### src/rtl/i2c_pkg.sv
// i2c_pkg: shared state encoding and width defaults for the I2C transmit path
package i2c_pkg;
    localparam int DATA_W_DEF = 8;
    localparam int CNT_W_DEF  = 8;
    typedef enum logic [2:0] {IDLE, FETCH, WAIT_DATA, PRESENT, DONE} drain_state_e;
endpackage

### src/rtl/i2c_tx_drain_if.sv
// i2c_tx_drain_if: control, FIFO read port and transmitter handshake of the drain block
interface i2c_tx_drain_if
    import i2c_pkg::*;
#(
    parameter int DATA_W = DATA_W_DEF,
    parameter int CNT_W  = CNT_W_DEF
) ();
    logic              start;
    logic [CNT_W-1:0]  byte_count;
    logic              abort;
    logic              fifo_empty;
    logic [DATA_W-1:0] fifo_r_data;
    logic              fifo_r_enable;
    logic [DATA_W-1:0] tx_data;
    logic              tx_valid;
    logic              tx_ready;
    logic              busy;
    logic              done;
    logic              underflow;
    modport master (
        output start, byte_count, abort, fifo_empty, fifo_r_data, tx_ready,
        input  fifo_r_enable, tx_data, tx_valid, busy, done, underflow
    );
    modport slave (
        input  start, byte_count, abort, fifo_empty, fifo_r_data, tx_ready,
        output fifo_r_enable, tx_data, tx_valid, busy, done, underflow
    );
endinterface

### src/rtl/i2c_stall_timer.sv
// i2c_stall_timer: counts consecutive stall cycles and flags the cycle that reaches LIMIT
module i2c_stall_timer #(
    parameter int LIMIT = 255
) (
    input  logic clk,
    input  logic rst,
    input  logic clear,
    input  logic count,
    output logic expired
);
    localparam int TW = $clog2(LIMIT + 1);
    logic [TW-1:0] cnt;
    assign expired = count && (cnt == TW'(LIMIT - 1));
    always_ff @(posedge clk or posedge rst)
        if (rst)
            cnt <= '0;
        else if (clear || expired)
            cnt <= '0;
        else if (count)
            cnt <= cnt + TW'(1);
endmodule

### src/rtl/i2c_tx_drain.sv
// i2c_tx_drain: pops byte_count bytes from a FIFO and hands them to an I2C transmitter
module i2c_tx_drain
    import i2c_pkg::*;
#(
    parameter int DATA_W      = DATA_W_DEF,
    parameter int CNT_W       = CNT_W_DEF,
    parameter int STALL_LIMIT = 255
) (
    input logic           clk,
    input logic           rst,
    i2c_tx_drain_if.slave bus
);
    drain_state_e      state, state_nxt;
    logic [CNT_W-1:0]  remaining;
    logic [DATA_W-1:0] tx_data_q;
    logic              hs, stall, expired;
    assign hs    = (state == PRESENT) && bus.tx_ready && !bus.abort;
    assign stall = (state == FETCH) && bus.fifo_empty && !bus.abort;
    i2c_stall_timer #(.LIMIT(STALL_LIMIT)) u_stall (
        .clk     (clk),
        .rst     (rst),
        .clear   (!stall),
        .count   (stall),
        .expired (expired)
    );
    always_ff @(posedge clk or posedge rst)
        if (rst)
            state <= IDLE;
        else
            state <= state_nxt;
    always_comb begin
        state_nxt = state;
        case (state)
            IDLE:      state_nxt = !bus.start ? IDLE : (bus.byte_count != '0 ? FETCH : DONE);
            FETCH:     state_nxt = !bus.fifo_empty ? WAIT_DATA : (expired ? IDLE : FETCH);
            WAIT_DATA: state_nxt = PRESENT;
            PRESENT:   state_nxt = !bus.tx_ready ? PRESENT : (remaining <= CNT_W'(1) ? DONE : FETCH);
            DONE:      state_nxt = IDLE;
            default:   state_nxt = IDLE;
        endcase
        if (bus.abort)
            state_nxt = IDLE;
    end
    always_comb begin
        bus.fifo_r_enable = (state == FETCH) && !bus.fifo_empty && !bus.abort;
        bus.tx_valid      = state == PRESENT;
        bus.tx_data       = tx_data_q;
        bus.busy          = state != IDLE;
        bus.done          = (state == DONE) && !bus.abort;
        bus.underflow     = expired;
    end
    // remaining saturates at zero so a stray handshake can never wrap it
    always_ff @(posedge clk or posedge rst)
        if (rst) begin
            remaining <= '0;
            tx_data_q <= '0;
        end else begin
            if (state == IDLE && bus.start && !bus.abort)
                remaining <= bus.byte_count;
            else if (hs && remaining != '0)
                remaining <= remaining - CNT_W'(1);
            if (state == WAIT_DATA)
                tx_data_q <= bus.fifo_r_data;
        end
endmodule

### src/flat_wrapper.sv
// flat-port wrapper written by rule: the top's interface ports become plain ports
module i2c_tx_drain_flat import i2c_pkg::*;
#(
    parameter int DATA_W      = DATA_W_DEF,
    parameter int CNT_W       = CNT_W_DEF,
    parameter int STALL_LIMIT = 255
)
  (clk, rst, bus_start, bus_byte_count, bus_abort, bus_fifo_empty, bus_fifo_r_data, bus_tx_ready, bus_fifo_r_enable, bus_tx_data, bus_tx_valid, bus_busy, bus_done, bus_underflow);
  i2c_tx_drain_if #(.DATA_W(DATA_W), .CNT_W(CNT_W)) bus_i ();
  input logic clk;
  input logic rst;
  input wire logic [$bits(bus_i.start)-1:0] bus_start;
  input wire logic [$bits(bus_i.byte_count)-1:0] bus_byte_count;
  input wire logic [$bits(bus_i.abort)-1:0] bus_abort;
  input wire logic [$bits(bus_i.fifo_empty)-1:0] bus_fifo_empty;
  input wire logic [$bits(bus_i.fifo_r_data)-1:0] bus_fifo_r_data;
  input wire logic [$bits(bus_i.tx_ready)-1:0] bus_tx_ready;
  output wire logic [$bits(bus_i.fifo_r_enable)-1:0] bus_fifo_r_enable;
  output wire logic [$bits(bus_i.tx_data)-1:0] bus_tx_data;
  output wire logic [$bits(bus_i.tx_valid)-1:0] bus_tx_valid;
  output wire logic [$bits(bus_i.busy)-1:0] bus_busy;
  output wire logic [$bits(bus_i.done)-1:0] bus_done;
  output wire logic [$bits(bus_i.underflow)-1:0] bus_underflow;
  assign bus_i.start = bus_start;
  assign bus_i.byte_count = bus_byte_count;
  assign bus_i.abort = bus_abort;
  assign bus_i.fifo_empty = bus_fifo_empty;
  assign bus_i.fifo_r_data = bus_fifo_r_data;
  assign bus_i.tx_ready = bus_tx_ready;
  assign bus_fifo_r_enable = bus_i.fifo_r_enable;
  assign bus_tx_data = bus_i.tx_data;
  assign bus_tx_valid = bus_i.tx_valid;
  assign bus_busy = bus_i.busy;
  assign bus_done = bus_i.done;
  assign bus_underflow = bus_i.underflow;
  i2c_tx_drain #(.DATA_W(DATA_W), .CNT_W(CNT_W), .STALL_LIMIT(STALL_LIMIT)) u_core (.clk(clk), .rst(rst), .bus(bus_i));
endmodule
### config.mk
export PLATFORM = sky130hd
export DESIGN_NAME = i2c_tx_drain_flat
export DESIGN_NICKNAME = d
export VERILOG_FILES = /design/src/rtl/i2c_pkg.sv /design/src/rtl/i2c_tx_drain_if.sv /design/src/rtl/i2c_stall_timer.sv /design/src/rtl/i2c_tx_drain.sv /design/src/flat_wrapper.sv
export SDC_FILE = /design/constraint.sdc
export NUM_CORES = 1
export LEC_CHECK = 0
export BUFFER_PORTS_ARGS = -buffer_cell sky130_fd_sc_hd__buf_2
export CAP_MARGIN = 20
export CELL_PAD_IN_SITES_DETAIL_PLACEMENT = 0
export CELL_PAD_IN_SITES_GLOBAL_PLACEMENT = 1
export CORE_MARGIN = 2
export CORE_UTILIZATION = 35
export CTS_CLUSTER_DIAMETER = 60
export CTS_CLUSTER_SIZE = 16
export DETAILED_ROUTE_END_ITERATION = 8
export PLACE_DENSITY = 0.68
export SYNTH_ARGS = -nofsm -noshare
export SYNTH_HDL_FRONTEND = slang
export SYNTH_SLANG_ARGS = --single-unit
### constraint.sdc
create_clock -name clk -period 1.8 [get_ports clk]
set_clock_uncertainty 0.05 [all_clocks]
set_input_delay 0.18 -clock clk [delete_from_list [all_inputs] [get_ports clk]]
set_output_delay 0.18 -clock clk [all_outputs]
set_load 0.01 [all_outputs]
==> qor.yml, run 1 <==
floorplanning:
  coreArea_um2: 4090
  die_h_um: 69.7
  fp.dieW_um: 69.7
  io_pins: 35
  rows: 23
  start_util_pct: 37.0
  dieArea_um2: 4860
hold_path:
  hold-path-endpoint: "u_core.remaining[7]"
  whs_path_depth: 3
  hp-start: "bus_byte_count[7]"
  hold_class: "in -> reg"
logic_synthesis:
  seq_area_frac_synth_pct: 44.7
  yosysMostFrequentCell: "dfrtp_1"
  synth_cells: 147
  synth_fp_nets: 174
  synth_top_area_cell: "dfrtp_1"
  synth_common_cells: "27 x dfrtp_1, 17 x nor2_1, 9 x nand2_1, 8 x mux2_2, 8 x nand3_1"
  syn-cell-area_um2: 1510
  synth_edf_count: 0
  synth_area_leaders: "dfrtp_1 45%, mux2_2 6.0%, nor2_1 4.2%"
  synth_top_area_share_pct: 44.7
  synth-async-reset-ratio_pct: 100
  avgSynthCellArea_um2: 10.3
  synth-main-ff-cell: "dfrtp_1"
  synth.ff_latch_count: 27
  synth_cell_types: 47
  yosys_warnings: 0
layout:
  regArea_um2: 676
  drive_above_1_share_pct: 34.2
  nFillCells: 409
  multi_input_area_um2: 787
  nNetsFinal: 218
  antenna_cells: 0
  area_delta_synth_final_pct: 21.7
cts:
  cts.path.max_buffers: 2
  cts_tree: "done"
  post_cts_buffers: 0
  cts_buffers: 3
  clockRootBuffer: "clkbuf_8"
  clock_sinks: 27
  clock_latency_ns: 0.27
  h-tree-depth: 1
  path_clk_slew_ns: 0.09
worst_setup_path:
  critPathMaxFanout: 8
  r2r_slack_ns: 0.09
  worstSetupPathType: "reg -> reg"
  reg2reg_to: "u_core.remaining[2]"
  reg2reg_depth: 4
  cp-end-kind: "flip-flop"
  cp-start-kind: "flip-flop"
  worstPathRequired_ns: 1.89
  r2r_start: "u_core.state[0]"
  critPathArrivalTime_ns: 1.80
sta:
  max_freq_ghz: 0.584
  timing.final.crit_share_pct: 95.1
  finalCriticalPeriod_ns: 1.71
  grt_setup_unrepaired: "no"
  setup_viol: 0
  maxSlewHeadroom_pct: 68.6
  hold_viol_final: 0
  drv_slew: 0
  setup_tns_ns: 0
  tightest_slew_ns: 0.467
  holdWs_ns: 0.0796
pwr:
  leakagePower_uw: 0.000848
  power_density_nw_per_um2: 976
  peakVddDrop_uv: 553
drt:
  firstDrtPassIters: 4
  drt_drc_violations_left: 0
  initialDrtViolationCount: 31
  ant_nets: 0
  num_vias: 1309
  drt_wl_total_mm: 3.65
  vias_per_cell: 5.45
  wl_per_cell_um: 15.2
global_route:
  grt_util_met1_pct: 21.1
  grt_util_met3_pct: 2.91
  grt_pass1_vias: 1266
  grt_pass1_wl_mm: 6.11
  grt.met2_usage_pct: 25.6
  busiest_layer: "met2"
  grt_overflow: 0
  antenna_found_initial: 0
  grt_usage_pct: 15.4
  grt_max_degree: 28
place:
  dpl.hpwl_mm: 2.74
  portBuffers: 34
  gp_congestion: 0.905
run_status:
  status: "complete, no violations"
flow_run:
  maxCapViolCount: 0
logic make-up (layout without fill, tap and decap cells):
kind of cell    Yosys count  after routing  synth area share (%)
compound gates           26             26                  12.4
xor+xnor                  6              6                  3.48
fa+ha+maj                 5              5                  4.14
buf+inv                  11             54                  4.06
flops                    27             27                  44.7
mux                       8              8                  5.97
simple gates             64             64                  25.2
layout make-up:
| cell class | count | area share [%] |
|---|---|---|
| Timing Repair Buffer | 43 | 13.1 |
| Clock inverter | 1 | 0.272 |
| Tap cell | 50 | 3.40 |
| Clock buffer | 3 | 2.25 |
| Inverter | 7 | 1.43 |
| Multi-Input combinational cell | 109 | 42.8 |
| Sequential cell | 27 | 36.8 |
repair_timing:
item | CTS | global route
hold buffers | 1 | 0
hold endpoints to repair | 27 | 0
resized for setup | 0 | 2
setup endpoints to repair | 0 | 6
routing by layer:
metal  share of wire (%)  vias to the layer above
met4                0.38                        0
met2                  47                       61
met1                  45                      621
met3                 7.5                        2
met5                   0                        -
li1                    -                      625
worst max-delay path by stage:
stage	to	start	slack (ns)	depth (start not counted)
2_1_floorplan	u_core.remaining[2]	u_core.state[0]	0.28	5
3_3_place_gp	u_core.remaining[2]	u_core.state[0]	0.17	4
3_5_place_dp	u_core.remaining[2]	u_core.remaining[4]	0.12	4
4_1_cts	u_core.remaining[2]	u_core.state[0]	0.11	4
5_1_grt	u_core.remaining[4]	u_core.state[0]	0.01	4
6_report	u_core.remaining[2]	u_core.state[0]	0.09	4
critical path: stages (launching register included):
cell and delay [ns]:
dfrtp_1 0.48, nor4b_2 0.42, or2b_1 0.38, o22ai_1 0.19, a221oi_1 0.07
registers in the layout (all words and copies together), names as in the netlist:
signal / flops
u_core.bus.tx_data: 8
u_core.u_stall.cnt: 8
u_core.remaining: 8
u_core.state: 3
cells in the final DEF, fill, tap and decap left out, drive strengths merged, types with 3 or more instances in the layout:
master / count
dfrtp: 27
o211ai: 5
buf: 42
and3: 4
inv: 7
nand3: 9
nor3: 5
ha: 5
a221oi: 3
clkbuf: 3
xor2: 5
nand2: 9
nor4: 5
nor2: 17
mux2: 8
a21oi: 4
power by group:
part / switching (uW) / internal, uW
Combinational: 280 / 273
Clock: 190 / 155
Sequential: 141 / 755
Total: 610 / 1180
through the flow:
step           worst slack, ns  power (uW)  std cells  instance area [um^2]  util, %
6_report                0.0888        1790        240                  1840     45.0
4_1_cts                  0.106        1800        240                  1820     44.6
5_1_grt                0.00984        1920        240                  1840     45.0
2_1_floorplan            0.282        1220        147                  1510        -
3_3_place_gp             0.169        1420        235                  1770     43.3
3_5_place_dp             0.120        1440        235                  1770     43.3
(Power assumes the default switching activity.)
==> run 2, diff against run 1 <==
--- a/config.mk
+++ b/config.mk
@@ -5,16 +5,16 @@
 export SDC_FILE = /design/constraint.sdc
 export NUM_CORES = 1
 export LEC_CHECK = 0
-export BUFFER_PORTS_ARGS = -buffer_cell sky130_fd_sc_hd__buf_2
+export BUFFER_PORTS_ARGS = -buffer_cell sky130_fd_sc_hd__buf_4
 export CAP_MARGIN = 20
 export CELL_PAD_IN_SITES_DETAIL_PLACEMENT = 0
 export CELL_PAD_IN_SITES_GLOBAL_PLACEMENT = 1
 export CORE_MARGIN = 2
-export CORE_UTILIZATION = 35
+export CORE_UTILIZATION = 40
 export CTS_CLUSTER_DIAMETER = 60
 export CTS_CLUSTER_SIZE = 16
 export DETAILED_ROUTE_END_ITERATION = 8
-export PLACE_DENSITY = 0.68
+export PLACE_DENSITY = 0.77
 export SYNTH_ARGS = -nofsm -noshare
 export SYNTH_HDL_FRONTEND = slang
 export SYNTH_SLANG_ARGS = --single-unit
==> constraint.sdc (replaced) <==
create_clock -name clk -period 1.8 [get_ports clk]
set_clock_uncertainty 0.05 [all_clocks]
set_input_delay 0.18 -clock clk [delete_from_list [all_inputs] [get_ports clk]]
set_output_delay 0.18 -clock clk [all_outputs]
set_load 0.02 [all_outputs]
==> qor.yml, run 2 (synthesis gave the netlist of run 1 again) <==
layout:
  antenna_cells: 0  # unchanged
  drive_above_1_share_pct: 35.6  # +1.4 points
  layout_commonest_cell: "buf_4"
  nNetsFinal: 216  # -0.92%
  multi_input_area_um2: 795  # +0.95%
  regArea_um2: 678  # +0.37%
  nFillCells: 355  # -13%
  area_delta_synth_final_pct: 27.0
  final_cell_mix: "40 x buf_4, 25 x dfrtp_1, 16 x nor2_1"
cts:
  post_cts_buffers: 0  # unchanged
  cts_buffers: 3  # unchanged
  clock_sinks: 27  # unchanged
  path_clk_slew_ns: 0.09  # about the same
  clock_latency_ns: 0.27  # about the same
  h-tree-depth: 1  # unchanged
  clockRootBuffer: "clkbuf_8"
  cts_tree: "done"
  cts.path.max_buffers: 2  # unchanged
sta:
  finalCriticalPeriod_ns: 1.64  # -0.0682 ns
  maxSlewHeadroom_pct: 70.8  # +2.2 points
  timing.final.crit_share_pct: 91.3  # -3.8 points
  setup_viol: 0  # unchanged
  tightest_slew_ns: 0.433  # -0.0334 ns
  holdWs_ns: 0.0600  # -0.0196 ns
  setup_slack_ns: 0.157  # +0.0682 ns
  grt_setup_unrepaired: "no"
  max_freq_ghz: 0.609  # +4.1%
  drv_slew: 0  # unchanged
  hold_viol_final: 0  # unchanged
  setup_tns_ns: 0  # unchanged
pwr:
  peakVddDrop_uv: 531  # -3.9%
  leakagePower_uw: 0.000862  # +1.7%
  power_density_nw_per_um2: 1010  # +3.8%
drt:
  ant_nets: 0  # unchanged
  initialDrtViolationCount: 77  # +150%
  drt_drc_violations_left: 0  # unchanged
  num_vias: 1279  # -2.3%
  drt_wl_total_mm: 3.44  # -5.8%
  vias_per_cell: 5.42  # -0.64%
  firstDrtPassIters: 4  # unchanged
  wl_per_cell_um: 14.6  # -4.2%
place:
  dpl.hpwl_mm: 2.62  # -4.4%
  gp_congestion: 0.850  # -6.1%
  dp_worst_setup_slack_ns: 0.0878  # -0.0318 ns
  portBuffers: 34  # unchanged
worst_setup_path:
  cp_num_buf_inv: 0  # unchanged
  cp_slowest_cell: "dfrtp_2"
  critPathArrivalTime_ns: 1.75  # -0.05 ns
  critPathLaunch: "u_core.state[0]"
  cp_cell_sequence: "nor4b_4, and2b_4, a21oi_2, a221oi_1"
  critPathMaxFanout: 8  # unchanged
  cp-end-kind: "flip-flop"
  worstPathRequired_ns: 1.91  # +0.02 ns
  cpLargestDelayFamily: "simple AND/OR/NAND/NOR gates"
  max_stage_delay_ns: 0.48  # about the same
  worstSetupPathType: "reg -> reg"
  cp-start-kind: "flip-flop"
  r2r_start: "u_core.state[0]"
global_route:
  grt_pass1_wl_mm: 5.87  # -3.9%
  grt_usage_pct: 17.8  # +2.3 points
  grt_overflow: 0  # unchanged
  grt_pass1_vias: 1263  # -0.24%
  grt_max_degree: 28  # unchanged
  antenna_found_initial: 0  # unchanged
run_status:
  status: "complete, no violations"
floorplanning:
  dieArea_um2: 4280  # -12%
  fp.dieW_um: 65.4  # -6.1%
  start_util_pct: 41.6  # +4.6 points
  rows: 22  # -4.3%
  io_pins: 35  # unchanged
  die_h_um: 65.4  # -6.1%
  coreArea_um2: 3630  # -11%
hold_path:
  hp-start: "bus_abort"
  hold_class: "in -> reg"
flow_run:
  maxCapViolCount: 0  # unchanged
## run 2: cell types whose count changed in the layout (fill, tap and decap cells not counted), sizes merged
| cell | delta |
|---|---|
| buf | -2 |
| clkinvlp | +1 |
| clkinv | -1 |
## run 2: timing repair
action | in CTS | in global routing
endpoints found under the setup margin | 0 | 4
endpoints found under the hold margin | 27 | 0
hold buffers | 1 | 0
resized for setup | 0 | 6
## run 2: final timing paths
kind | end | slack [ns] | depth (start not counted)
worst max register to register | u_core.remaining[4] | 0.16 | 4
worst min register to register | u_core.bus.tx_data[6] | 0.47 | 1
worst min-delay path | u_core.state[2] | 0.06 | 2
worst max-delay path | u_core.remaining[4] | 0.16 | 4
max in group asynchronous | u_core.state[0] | 0.97 | 4
min in group asynchronous | u_core.bus.tx_data[0] | 0.45 | 4
## run 2: stage by stage
step | cells | instance area (um^2) | utilization [%] | power (uW)
finish | 236 | 1920 | 52.8 | 1940
global route | 236 | 1920 | 52.8 | 2080
CTS | 236 | 1890 | 52.1 | 1950
detailed placement | 231 | 1840 | 50.5 | 1590
global placement | 231 | 1840 | 50.5 | 1580
floorplan | 147 | 1510 | - | 1290
## run 2: power by group
group	total, uW	internal (uW)	switching (uW)
Sequential	891	756	134
Combinational	700	345	355
Clock	352	157	195
## run 2: per-layer routing
metal / global-route usage (%) / vias to the layer above / routed length, um
met4: 4.95 / 0 / 29
met5: 0 / - / 0
met3: 3.42 / 4 / 175
li1: - / 621 / -
met1: 23.7 / 617 / 1530
met2: 29.5 / 37 / 1700
## run 2: cell type report
class	instances	area share [%]
clock buffer	3	2.15
clock inverter	1	0.391
inverter	7	1.37
multi-input combinational	109	41.4
sequential	27	35.4
tap	48	3.13
timing repair buffer	41	16.2
## run 2: worst reg2reg max path, cell delays in order, from the launching register on
cell	delay [ns]
dfrtp_2	0.48
nor4b_4	0.35
and2b_4	0.25
a21oi_2	0.07
a221oi_1	0.34
